===== src/rtl/simple_dual_port_ram_pkg.sv =====
// Generic helpers shared by the storage primitives.
package simple_dual_port_ram_pkg;

  // True when n is a non-zero power of two.
  function automatic bit is_pow2(input int n);
    return (n > 0) && ((n & (n - 1)) == 0);
  endfunction

endpackage


===== src/rtl/simple_dual_port_ram.sv =====
// Simple dual-port RAM: synchronous write port, zero-latency combinational
// read port. Asynchronous active-high reset clears every word.
module simple_dual_port_ram
  import simple_dual_port_ram_pkg::*;
#(
  parameter int DATA_WIDTH = 8,
  parameter int MEM_DEPTH  = 16
) (
  input  logic                          clk,
  input  logic                          rst,
  input  logic                          write,
  input  logic [DATA_WIDTH-1:0]         write_data,
  input  logic [$clog2(MEM_DEPTH)-1:0]  write_addr,
  input  logic [$clog2(MEM_DEPTH)-1:0]  read_addr,
  output logic [DATA_WIDTH-1:0]         read_data
);

  localparam int ADDR_WIDTH = $clog2(MEM_DEPTH);
  // One extra bit so the depth itself is representable for range compares.
  localparam logic [ADDR_WIDTH:0] DEPTH_L = (ADDR_WIDTH + 1)'(MEM_DEPTH);

  if (MEM_DEPTH < 2) begin : g_bad_depth
    $fatal(1, "simple_dual_port_ram: MEM_DEPTH must be >= 2");
  end
  if (DATA_WIDTH < 1) begin : g_bad_width
    $fatal(1, "simple_dual_port_ram: DATA_WIDTH must be >= 1");
  end
  if (!is_pow2(MEM_DEPTH)) begin : g_non_pow2
    $warning("simple_dual_port_ram: MEM_DEPTH is not a power of 2; high addresses are unused");
  end

  logic [DATA_WIDTH-1:0] mem [MEM_DEPTH];
  logic                  write_in_range;
  logic                  read_in_range;

  assign write_in_range = ({1'b0, write_addr} < DEPTH_L);
  assign read_in_range  = ({1'b0, read_addr} < DEPTH_L);

  // Storage: reset wipes all words at once; otherwise store on enabled, in-range writes.
  always_ff @(posedge clk or posedge rst) begin
    if (rst) begin
      for (int i = 0; i < MEM_DEPTH; i++) begin
        mem[i] <= '0;
      end
    end else if (write && write_in_range) begin
      mem[write_addr] <= write_data;
    end
  end

  // Read path: no bypass, so a same-address write shows only after its edge.
  always_comb begin
    read_data = '0;
    if (read_in_range) begin
      read_data = mem[read_addr];
    end
  end

endmodule


===== config.mk =====
export PLATFORM = sky130hd
export DESIGN_NAME = simple_dual_port_ram
export DESIGN_NICKNAME = d
export VERILOG_FILES = /design/src/rtl/simple_dual_port_ram_pkg.sv /design/src/rtl/simple_dual_port_ram.sv
export SDC_FILE = /design/constraint.sdc
export NUM_CORES = 1
export LEC_CHECK = 0
export CAP_MARGIN = 5
export CORE_ASPECT_RATIO = 2
export CORE_MARGIN = 5
export CORE_UTILIZATION = 65
export CTS_BUF_LIST = sky130_fd_sc_hd__clkbuf_8
export CTS_CLUSTER_DIAMETER = 40
export DETAILED_ROUTE_END_ITERATION = 10
export DONT_BUFFER_PORTS = 1
export PLACE_DENSITY_LB_ADDON = 0.15
export SLEW_MARGIN = 20
export SYNTH_ARGS = -nofsm -noshare
export SYNTH_HDL_FRONTEND = slang
export SYNTH_SLANG_ARGS = --single-unit

===== constraint.sdc =====
create_clock -name clk -period 5.9 [get_ports clk]
set_input_delay 1.18 -clock clk [delete_from_list [all_inputs] [get_ports clk]]
set_output_delay 1.18 -clock clk [all_outputs]
set_load 0.1 [all_outputs]

==> impl_results.md <==
- Warnings, synthesis: 0
- Max clock buf depth: 2
- Antenna violations before repair: 0
- Starting density of the core: 0.665
- Flop pwr share: 0.496
- First-pass GRT wire length: around 20000 um
- CP required: 4.72 ns
- CTS tree: done
- Worst clock skew: 0 ns
- Largest register by flop count: mem
- GRT Residual Overflow: 0
- Seq. cell area: 3200 sq um
- Antenna Cells: 0
- TNS Setup: 0 ns
- Port Buffers: 0
- CP Capture Type: primary output
- Worst-path maximum fanout: 8
- R2R Setup Slk: between 5 and 6 ns
- Cell area power density: 377 nW/um^2
- EDFF count, synth: 0
- Yosys cell types: 29
- H-tree Lvls: 4
- Syn Inst Count: roughly 370
- # hold bufs at CTS: 0
- Largest family of logic cells by synthesized area: multiplexers
- FF+latch count, synth: roughly 130
- Fraction of layout cells with a size suffix above 1: 0.542
- Synth Area in Adders: 0
- Switching share of power: 0.280
- Post-CTS Setup Bufs: 0
- Synth Area in Compound Gates: 0.0202
- DR vias/cell: roughly 6.8
- Peak Freq: roughly 0.25 GHz
- Overall global routing resource usage: 0.234
- Run status: completed
- Main synth FF type: dfrtp_1
- Max Slew Vio Count: 0
- Ports: 27
- Clk Latency, worst-skew pair: 0.42 ns
- Routed vias: 3217
- Clock share of power: 0.294
- Combinational Power Share: 0.210
- Simple-gate portion of the synthesized area: 0.0452
- Drc violations: 0
- Largest register FFs: 128
- Total Nets Final: between 300 and 400
- Worst-case vdd ir drop: about 0.00026 V
- Cell area after synthesis: just under 6000 sq um
- Post-Synth XOR/XNOR Area: 0
- Final min period: approximately 4.0 ns
- Area of the multi-input gates: around 2600 sq um
- Period utilization: 0.682
- CP Data Arrival Time: about 2.8 ns
- Max-Cap Viols: 0
- Final hold violations: 0
- Critical path class: in -> out
- GPL Wtd Cong: just under 0.8
- Antenna-violating nets left: 0
- Avg WL per Cell: 25.4 um
- Seq/Total Area, Yosys: 0.538
- Worst slew pin tran: 0.963 ns
- # fillers: roughly 600
- Setup violators final: 0
- Vias in the first global route: 3559
- Clock transition at path regs: roughly 0.070 ns
- Ys async rst share: 1.00
- Root buffer cell: clkbuf_8
- CP Launch Type: input port
- Post-synthesis mux area share: 0.373
- Sw Pwr: ~670 uW
- Height of the die: 145 um
- Core ar.: a little under 9000 sq um
- Top Registers: mem x128
- Total CTS buffers: 17
- Fin Hold WS: roughly 0.50 ns
- DIE WIDTH: 77.7 um
- Detail Placement HPWL: about 7800 um
- Count of clock tree sinks: about 130
- RSZ-0062 raised after global routing: no
- Total Routed Length: about 12000 um
- Max_slew headroom: 0.356
- Largest net degree at the start of global routing: 71
- Int Power: ~1.7 mW
- DRT Pass-1 Iters: 4
- FP Rows: slightly below 50
- Post_cts resized: 0
- Leakage Power: about 2.7 nW
- Syn_nets: 388
- Post-Syn Area per Cell: between 15 and 20 sq um
- Area Overhead vs Synth: 6.12%
- Die footprint: between 10000 and 15000 sq um
- Iter 0 DRT Violations: around 220
- Hold Crit Class: reg -> reg
-- kinds of logic after synthesis --
logic type      count (synthesis)
flops                         128
buf+inv                        29
mux                           160
compound gates                 16
simple gates                   36
-- per-layer routing --
layer	track usage	vias to the layer above	wire, um
met5	0	-	0
met4	0.0766	0	235
met3	0.0582	20	474
met2	0.391	84	6570
met1	0.298	1744	4780
li1	-	1369	-
-- per-stage QoR --
| step | worst slack, ns | area (sq um) | power (mW) | utilization | cells |
|---|---|---|---|---|---|
| 2_1_floorplan | 1.31 | 5950 | 1.63 | - | 369 |
| 5_1_grt | 1.80 | 6320 | 2.49 | 0.706 | 475 |
| 3_5_place_dp | 1.88 | 5960 | 1.70 | 0.665 | 444 |
| 6_report | 1.88 | 6320 | 2.38 | 0.706 | 475 |
| 3_3_place_gp | 1.91 | 5960 | 1.67 | 0.665 | 444 |
| 4_1_cts | 1.86 | 6320 | 2.40 | 0.706 | 475 |
-- worst paths after layout --
check,cells after the start,endpoint,start
worst max-delay path,3,read_data[2],read_addr[3]
worst min-delay path,1,mem[73],mem[73]
worst max register to register,1,mem[125],mem[125]
worst min register to register,1,mem[73],mem[73]
max in group asynchronous,2,mem[68],rst
min in group asynchronous,1,mem[15],rst
-- critical path: stages --
cell	delay (ns)
nor2b_1	0.68
a22oi_1	0.23
nand2_1	0.74
-- placed cells by master (no fill, tap or decap), drive strengths merged, types with 3 or more instances in the layout --
cell type,synthesis,layout
dfrtp,128,128
mux2,128,128
mux4,32,32
clkbuf,11,17
a22oi,16,16
nand2,11,11
clkinv,0,6
nor2,5,5
nor2b,4,4
clkinvlp,0,4
inv,1,3
-- cells in the mapped netlist (2+ instances only) --
cell type / count / share of area
a22oi_1: 16 / 0.020
nor2b_1: 4 / 0.0042
nor4b_4: 2 / 0.0080
dfrtp_1: 128 / 0.54
clkbuf_1: 11 / 0.0069
mux4_2: 32 / 0.12
mux2_4: 16 / 0.040
buf_4: 3 / 0.0038
nand2_1: 10 / 0.0063
buf_1: 4 / 0.0025
mux2_2: 112 / 0.21
or4_1: 2 / 0.0025
buf_2: 9 / 0.0076
nor2_2: 4 / 0.0042
nand4bb_1: 2 / 0.0038
-- layout make-up --
| class | count | share of cell area |
|---|---|---|
| Inverter | 1 | 0.000990 |
| Tap cell | 102 | 0.0202 |
| Sequential cell | 128 | 0.507 |
| Multi-Input combinational cell | 212 | 0.413 |
| Clock buffer | 17 | 0.0370 |
| Timing Repair Buffer | 1 | 0.00119 |
| Clock inverter | 14 | 0.0202 |
-- power by group through the flow --
stage               clock network [mW]  logic, mW  registers (mW)
floorplan                            0      0.467            1.16
global placement                     0      0.491            1.18
detailed placement                   0      0.504            1.20
CTS                              0.711      0.505            1.18
global route                     0.753      0.536            1.20
finish                           0.700      0.501            1.18
(Power assumes the default switching activity.)
